$ cat src/rtl/dmem_arb_pkg.sv
// Shared definitions for the two-port data-memory arbiter: default widths,
// grant encoding and the port index used in the one-hot grant vector.
package dmem_arb_pkg;

    localparam int DEF_DATA_WIDTH = 32;
    localparam int DEF_ADDR_WIDTH = 32;

    // Identity of the requester that won the most recent transfer.
    typedef enum logic {
        GNT_CORE = 1'b0,
        GNT_DMA  = 1'b1
    } gnt_e;

    // Bit positions inside the one-hot grant / eligibility vectors.
    localparam int IDX_CORE = 0;
    localparam int IDX_DMA  = 1;

endpackage

$ cat src/rtl/dmem_arbiter_rsp_slot.sv
// One-entry response holding register. A fill loads new data and sets valid;
// a drain clears it unless a fill lands in the same cycle.
module dmem_arbiter_rsp_slot
    import dmem_arb_pkg::*;
#(
    parameter int DATA_WIDTH = DEF_DATA_WIDTH
) (
    input  logic                  clk,
    input  logic                  rst_n,
    input  logic                  i_fill,
    input  logic [DATA_WIDTH-1:0] i_fill_data,
    input  logic                  i_drain,
    output logic                  o_valid,
    output logic [DATA_WIDTH-1:0] o_data
);

    logic                  r_valid;
    logic [DATA_WIDTH-1:0] r_data;

    // Hold the response until consumed; a same-cycle refill wins over drain.
    always_ff @(posedge clk or negedge rst_n) begin
        // NOTE: state registers use non-blocking assignments so every flop
        // samples the pre-edge values regardless of statement order.
        if (!rst_n) begin
            r_valid <= 1'b0;
            r_data  <= '0;
        end else if (i_fill) begin
            r_valid <= 1'b1;
            r_data  <= i_fill_data;
        end else if (i_drain) begin
            r_valid <= 1'b0;
            r_data  <= '0;
        end
    end

    assign o_valid = r_valid;
    assign o_data  = r_data;

endmodule

$ cat src/rtl/rr_arb2.sv
// Two-way round-robin decision: a lone eligible port wins outright, and on a
// tie the port that did not win last time gets the grant.
module rr_arb2
    import dmem_arb_pkg::*;
(
    input  logic [1:0] eligible,
    input  gnt_e       last_grant,
    output logic [1:0] grant,
    output logic       valid
);

    // Pick at most one winner; core takes the tie when dma won last.
    always_comb begin
        // NOTE: every output of a combinational block gets a default first,
        // so no path through the ifs leaves it unassigned and infers a latch.
        grant = 2'b00;
        if (eligible[IDX_CORE] && (!eligible[IDX_DMA] || last_grant == GNT_DMA)) begin
            grant[IDX_CORE] = 1'b1;
        end else if (eligible[IDX_DMA]) begin
            grant[IDX_DMA] = 1'b1;
        end
    end

    assign valid = |eligible;

endmodule

$ cat src/rtl/dmem_arbiter.sv
// Arbitrates a core port and a dma port onto one single-ported data memory
// with combinational read data. One transfer per cycle, round-robin on ties,
// and a one-deep response slot per port that answers the cycle after transfer.
module dmem_arbiter
    import dmem_arb_pkg::*;
#(
    parameter int DATA_WIDTH = DEF_DATA_WIDTH,
    parameter int ADDR_WIDTH = DEF_ADDR_WIDTH
) (
    input  logic                  clk,
    input  logic                  rst_n,

    input  logic                  core_req_valid,
    output logic                  core_req_ready,
    input  logic                  core_req_we,
    input  logic [ADDR_WIDTH-1:0] core_req_addr,
    input  logic [DATA_WIDTH-1:0] core_req_wdata,
    output logic                  core_rsp_valid,
    input  logic                  core_rsp_ready,
    output logic [DATA_WIDTH-1:0] core_rsp_rdata,

    input  logic                  dma_req_valid,
    output logic                  dma_req_ready,
    input  logic                  dma_req_we,
    input  logic [ADDR_WIDTH-1:0] dma_req_addr,
    input  logic [DATA_WIDTH-1:0] dma_req_wdata,
    output logic                  dma_rsp_valid,
    input  logic                  dma_rsp_ready,
    output logic [DATA_WIDTH-1:0] dma_rsp_rdata,

    output logic                  mem_wr_en,
    output logic [ADDR_WIDTH-1:0] mem_addr,
    output logic [DATA_WIDTH-1:0] mem_wr_data,
    input  logic [DATA_WIDTH-1:0] mem_rd_data
);

    gnt_e                  r_last_grant;
    logic [1:0]            w_eligible;
    logic [1:0]            w_grant;
    logic                  w_xfer;
    logic [DATA_WIDTH-1:0] w_core_fill_data;
    logic [DATA_WIDTH-1:0] w_dma_fill_data;

    // A port may transfer when its slot is free or being emptied this cycle.
    // Gating with rst_n keeps every grant-derived output low during reset.
    assign w_eligible[IDX_CORE] = rst_n && core_req_valid && (!core_rsp_valid || core_rsp_ready);
    assign w_eligible[IDX_DMA]  = rst_n && dma_req_valid  && (!dma_rsp_valid  || dma_rsp_ready);

    rr_arb2 u_rr_arb2 (
        .eligible   (w_eligible),
        .last_grant (r_last_grant),
        .grant      (w_grant),
        .valid      (w_xfer)
    );

    assign core_req_ready = w_grant[IDX_CORE];
    assign dma_req_ready  = w_grant[IDX_DMA];

    // Steer the winner onto the memory port; drive zeros when idle.
    always_comb begin
        mem_wr_en   = 1'b0;
        mem_addr    = '0;
        mem_wr_data = '0;
        if (w_grant[IDX_CORE]) begin
            mem_wr_en   = core_req_we;
            mem_addr    = core_req_addr;
            mem_wr_data = core_req_wdata;
        end else if (w_grant[IDX_DMA]) begin
            mem_wr_en   = dma_req_we;
            mem_addr    = dma_req_addr;
            mem_wr_data = dma_req_wdata;
        end
    end

    // Remember who won the last transfer; idle cycles leave it unchanged.
    always_ff @(posedge clk or negedge rst_n) begin
        if (!rst_n) begin
            r_last_grant <= GNT_DMA;
        end else if (w_xfer) begin
            r_last_grant <= w_grant[IDX_DMA] ? GNT_DMA : GNT_CORE;
        end
    end

    // Loads capture memory read data; stores acknowledge with zero.
    assign w_core_fill_data = core_req_we ? '0 : mem_rd_data;
    assign w_dma_fill_data  = dma_req_we  ? '0 : mem_rd_data;

    dmem_arbiter_rsp_slot #(.DATA_WIDTH(DATA_WIDTH)) u_core_slot (
        .clk         (clk),
        .rst_n       (rst_n),
        .i_fill      (w_grant[IDX_CORE]),
        .i_fill_data (w_core_fill_data),
        .i_drain     (core_rsp_ready),
        .o_valid     (core_rsp_valid),
        .o_data      (core_rsp_rdata)
    );

    dmem_arbiter_rsp_slot #(.DATA_WIDTH(DATA_WIDTH)) u_dma_slot (
        .clk         (clk),
        .rst_n       (rst_n),
        .i_fill      (w_grant[IDX_DMA]),
        .i_fill_data (w_dma_fill_data),
        .i_drain     (dma_rsp_ready),
        .o_valid     (dma_rsp_valid),
        .o_data      (dma_rsp_rdata)
    );

endmodule

$ cat config.mk
export PLATFORM = sky130hd
export DESIGN_NAME = dmem_arbiter
export DESIGN_NICKNAME = d
export VERILOG_FILES = /design/src/rtl/dmem_arb_pkg.sv /design/src/rtl/dmem_arbiter_rsp_slot.sv /design/src/rtl/rr_arb2.sv /design/src/rtl/dmem_arbiter.sv
export SDC_FILE = /design/constraint.sdc
export NUM_CORES = 1
export LEC_CHECK = 0
export CORE_AREA = 2 2 117 119
export DETAILED_ROUTE_END_ITERATION = 10
export DIE_AREA = 0 0 119 121
export GPL_ROUTABILITY_DRIVEN = 0
export HOLD_SLACK_MARGIN = 0.15
export PLACE_DENSITY = 0.78
export SLEW_MARGIN = 25
export SYNTH_ARGS = -nofsm -noshare
export SYNTH_HDL_FRONTEND = slang
export SYNTH_SLANG_ARGS = --single-unit
$ cat constraint.sdc
create_clock -name clk -period 4.1 [get_ports clk]
set_clock_uncertainty 0.15 [all_clocks]
set_input_delay 0.615 -clock clk [delete_from_list [all_inputs] [get_ports clk]]
set_output_delay 0.615 -clock clk [all_outputs]
set_load 0.01 [all_outputs]
==> results of run 1 <==
-- worst reg2reg max path: stages, from the launching register on --
cell,delay [ps]
dfrtp_1,420
nand2b_4,100
buf_4,530
a2111oi_4,160
buf_4,300
a211o_1,350
-- layout make-up --
cell class / count / area share
clock buffer: 11 / 0.0305
timing repair buffer: 316 / 0.394
sequential: 67 / 0.211
clock inverter: 5 / 0.00660
multi-input combinational: 341 / 0.330
tap: 176 / 0.0277
-- sequential cells by signal, indices dropped and copies added, names as in the netlist --
signal and count:
u_core_slot.o_data 32, u_dma_slot.o_data 32, r_last_grant 1, u_core_slot.o_valid 1, u_dma_slot.o_valid 1
-- per-layer routing --
metal	GRT usage	up-vias	routed length [microns]
met5	0	-	0
met4	0.126	0	747
met3	0.0503	41	1340
met2	0.488	273	10800
met1	0.348	2575	8140
li1	-	2359	-
-- through the flow --
stage	util	power (mW)	std cells	setup WS [ps]
after floorplan	-	1.06	468	1670
after global placement	0.585	1.54	899	653
after detailed placement	0.585	1.55	899	597
after CTS	0.608	2.33	916	421
after global routing	0.608	2.40	916	322
final	0.608	2.32	916	398
-- placed cells by master (no fill, tap or decap), types with 2 or more instances in the layout --
master           count
clkinv_2             3
and4_1              64
dfrtp_1             66
a2111oi_4            2
nand2b_4             2
a22o_1              65
or2_2                2
nand2_1              2
a211o_1             64
buf_4               15
clkbuf_16            9
a211oi_4             2
nand2b_1            64
a21oi_1             64
clkdlybuf4s50_1    299
nor2b_2              3
-- worst max-delay path by stage --
stage | end | slack (ps) | cells past startpoint
3_3_place_gp | mem_addr[26] | 650 | 6
3_5_place_dp | mem_addr[21] | 600 | 6
6_report | mem_wr_data[8] | 400 | 7
5_1_grt | mem_addr[0] | 320 | 7
2_1_floorplan | mem_wr_data[10] | 1670 | 5
4_1_cts | mem_addr[21] | 420 | 7
-- power by group --
| group | internal, mW | switching, mW |
|---|---|---|
| sequential | 0.710 | 0.0420 |
| clock | 0.484 | 0.291 |
| combinational | 0.436 | 0.359 |
| total | 1.63 | 0.691 |
-- kinds of logic after synthesis --
| logic type | share of synthesized area |
|---|---|
| AND/OR/NAND/NOR | 0.233 |
| flip-flops | 0.369 |
| AO/OA/AOI/OAI | 0.339 |
| buffers and inverters | 0.0591 |
==> results.cfg, run 1 <==
[status]
status = complete, no violations

[floorplanning]
die_y_microns = 121
pin_count = 301
num_rows = 42
core_area_sq_um = 13100
fp.dieW_microns = 119
dieArea_sq_um = 14400
start_util = 0.348

[synth]
yosysTopAreaCell = dfrtp_1
synth-edff-count = 0
mappedNetlistNets = 636
async_reset_ff_frac = 1.00
yosysTopAreaCellShare = 0.363
yosysWarnings = 0
avgSynthCellArea_sq_um = 9.72
synth_most_common_cell = dfrtp_1
syn-cell-area_sq_um = 4550
synth_seq_area_share = 0.369
synth_common_cells = 66 x dfrtp_1, 65 x a22o_1
synth_seq_cells = 67
ys_types = 22
syn_inst = 468
ys.flop_type = dfrtp_1
synth_area_leaders = dfrtp_1 36%, a22o_1 13%, a211o_1 12%

[critical_path]
cp_slowest_cell = dlygate4sd3_1
crit_arrival_ps = 2940
critPathMaxStageDelay_ps = 570
startpoint = rst_n
rr_endpoint = u_dma_slot.o_data[23]
cp_top_family = buffers and inverters
rrSetupSlack_ps = 1970
cp.required_ps = 3340
crit_chain = dlygate4sd3_1 > buf_4 > nand2_1 > a211oi_4 > buf_4 > a22o_1 > clkdlybuf4s50_1
crit_buf_inv = 4
crit_type = in2out
start_kind = input port
crit_top_cell = buf_4
crit_fanout = 29
end_kind = primary output
ff2ff_path_depth = 5
timing.rr.start = u_core_slot.o_valid

[final_layout]
drive_above_1_share = 0.0622
antenna_cells = 0
nNetsFinal = 903
seqCellArea_sq_um = 1680
n_fill_cell = 1081
multi_input_area_sq_um = 2630
final_area_sq_um = 7960
area_delta_synth_final_pct = 74.8

[clock_network]
clock-sinks = 67
cts_tree = yes
htreeDepth = 3
cts_hold_buf = 1
cts_setup_buffers = 0
clock-root-buffer = clkbuf_16
insertion_delay_ps = 330
clk_pin_slew_worst_paths_ps = 50
cts_buffer_depth = 2
post_cts_resized = 0
cts_buffers = 9

[sta]
rsz0062_at_grt = false
finalCritPeriodShare = 0.903
holdWs_ps = 420
min_period_ps = 3700
hold_viol_final = 0
tns_ps = 0
tightest_slew_ps = 870
finalSetupViolations = 0
final-max-slew-violation-count = 0
relSlewSlack = 0.420
max_freq_ghz = 0.270

[detailed_routing]
drtPass1Iterations = 5
avgViaCountPerCell = 5.73
wire_per_inst_microns = 22.9
detail-route-antenna-nets = 0
drc = 0
wl_mm = 21.0
vias = 5248
drtIter0Drc = 512

[grt]
grt_max_degree = 66
grt-ovfl-total = 0
grtUsageTotal = 0.284
antenna_found_initial = 0
grt_pass1_wl_mm = 31.4
first_global_vias = 5274

[job]
drv_cap = 0

[power_and_ir_drop]
p_leak_nw = 3.65
powerDensity_nw_per_um2 = 292
vdd_drop_max_mv = 0.211

[worst_hold_path]
hold_path_end = r_last_grant
hold_path.class = reg2reg
min_from = r_last_grant
hold-path-cell-count = 2

[placed_design]
place_area_sq_um = 7650
io_buffers = 300
hpwl_mm = 15.4
(Power assumes the default switching activity.)
==> inputs of run 2 (changes only) <==
--- a/config.mk
+++ b/config.mk
@@ -8,9 +8,9 @@
 export CORE_AREA = 2 2 117 119
 export DETAILED_ROUTE_END_ITERATION = 10
 export DIE_AREA = 0 0 119 121
+export DONT_BUFFER_PORTS = 1
 export GPL_ROUTABILITY_DRIVEN = 0
 export HOLD_SLACK_MARGIN = 0.15
-export PLACE_DENSITY = 0.78
 export SLEW_MARGIN = 25
 export SYNTH_ARGS = -nofsm -noshare
 export SYNTH_HDL_FRONTEND = slang
==> results.cfg, run 2 (same netlist as run 1, synthesis figures left out) <==
[status]
status = complete, no violations

[final_layout]
area_delta_synth_final_pct = 8.77
layout_commonest_cell = dfrtp_1
drive_above_1_share = 0.0899
layout_common_cells = 66 x dfrtp_1, 65 x a22o_1
final_area_sq_um = 4950
nNetsFinal = 597

[clock_network]
clk_pin_slew_worst_paths_ps = 60
cts_buffer_depth = 2
cts_setup_buffers = 0
clock-sinks = 67
clock-root-buffer = clkbuf_16
cts_buffers = 9
insertion_delay_ps = 320
post_cts_resized = 0
cts_tree = yes
htreeDepth = 3

[detailed_routing]
wl_mm = 19.9
drc = 0
drtPass1Iterations = 6
avgViaCountPerCell = 6.72
met1Wirelength_mm = 7.81
met3_length_mm = 2.90
wl_met2_mm = 8.99
top_layer = met5
detail-route-antenna-nets = 0
wire_per_inst_microns = 32.4
drtIter0Drc = 436
vias = 4124

[sta]
tns_ps = 0
finalCritPeriodShare = 0.748
tightest_slew_ps = 752
hold_viol_final = 0
max_freq_ghz = 0.326
final-max-slew-violation-count = 0
rsz0062_at_grt = false
relSlewSlack = 0.499
finalSetupViolations = 0
min_period_ps = 3060

[power_and_ir_drop]
p_clk_frac = 0.411
vdd_drop_max_mv = 0.220
p_sw_mw = 0.608
powerDensity_nw_per_um2 = 393
pwr-share-seq = 0.403
power_mw = 1.95
p_leak_nw = 2.52
p_int_mw = 1.34
p_comb_frac = 0.187
switching_share = 0.312

[critical_path]
cp.required_ps = 3340
rrSetupSlack_ps = 1720
rr_endpoint = u_dma_slot.o_data[18]
cp_top_family = compound AO/OA/AOI/OAI gates
crit_path_end = mem_wr_data[4]
crit_fanout = 66
startpoint = u_dma_slot.o_valid
path_depth = 4
timing.rr.start = u_core_slot.o_valid
start_kind = flip-flop
crit_chain = nand2b_4 > a211oi_4 > buf_4 > a22o_1
end_kind = primary output
crit_type = reg2out
crit_buf_inv = 1
critPathMaxStageDelay_ps = 470
crit_arrival_ps = 2300
ff2ff_path_depth = 4
cp_slowest_cell = dfrtp_1

[floorplanning]
core_area_sq_um = 13100
pin_count = 301
start_util = 0.348
die_y_microns = 121
fp.dieW_microns = 119
dieArea_sq_um = 14400
num_rows = 42

[grt]
grt_max_degree = 68
antenna_found_initial = 10
grtUsageTotal = 0.269
grt_pass1_wl_mm = 28.4
first_global_vias = 3984
grt-ovfl-total = 0

[placed_design]
io_buffers = 0
hpwl_mm = 14.3
place_area_sq_um = 4590

[worst_hold_path]
hold_path.class = in2reg

[job]
drv_cap = 0
-- run 2: changes by cell type in the layout (fill, tap and decap cells not counted), sizes merged --
cell,delta
buf,-7
clkbuf,+1
clkdlybuf4s50,-299
clkinvlp,-1
diode,+4
-- run 2: layout make-up --
class,instances,area [sq um]
repair buffers,10,97.6
clock inverters,4,48.8
multi-input cells,341,2640
well taps,176,220
diodes,4,10.0
clock buffers,12,256
flip-flops and latches,67,1680
fillers,1258,8140
-- run 2: worst reg2reg max path: stages, from the launching register on --
cell and delay, ps:
dfrtp_1 530, nand2b_4 320, a2111oi_4 790, buf_4 370, a211o_1 170
-- run 2: power by group through the flow --
stage	sequential (mW)	combinational (mW)	clock [mW]
after floorplan	0.773	0.287	0
after global placement	0.793	0.331	0
after detailed placement	0.797	0.344	0
after CTS	0.785	0.364	0.812
after global routing	0.792	0.391	0.839
final	0.783	0.363	0.800
-- run 2: stage by stage --
stage / hold slack (ps) / utilization / worst slack [ps] / instances
floorplan: 169 / - / 1670 / 468
global placement: 171 / 0.350 / 1220 / 591
detailed placement: 171 / 0.351 / 1170 / 591
CTS: 244 / 0.377 / 999 / 609
global route: 244 / 0.378 / 893 / 611
finish: 255 / 0.378 / 1040 / 614
-- run 2: repair_timing --
action	4_1_cts	5_1_grt
endpoints found under the hold margin	67	0
hold buffers	2	0
endpoints found under the setup margin	0	0
-- run 2: how the worst min path moves through the flow --
stage	startpoint	end	slack, ps	depth (start not counted)
floorplan	rst_n	u_core_slot.o_data[0]	170	0
global placement	rst_n	u_core_slot.o_data[14]	170	0
detailed placement	rst_n	u_core_slot.o_data[18]	170	0
CTS	mem_rd_data[25]	u_dma_slot.o_data[25]	240	1
global route	mem_rd_data[0]	u_dma_slot.o_data[0]	240	1
finish	mem_rd_data[25]	u_dma_slot.o_data[25]	250	1
-- run 2: routing by layer --
metal	track usage	up-vias
met2	0.408	243
met4	0.0409	12
met3	0.187	23
li1	-	1758
met5	0	-
met1	0.318	2088
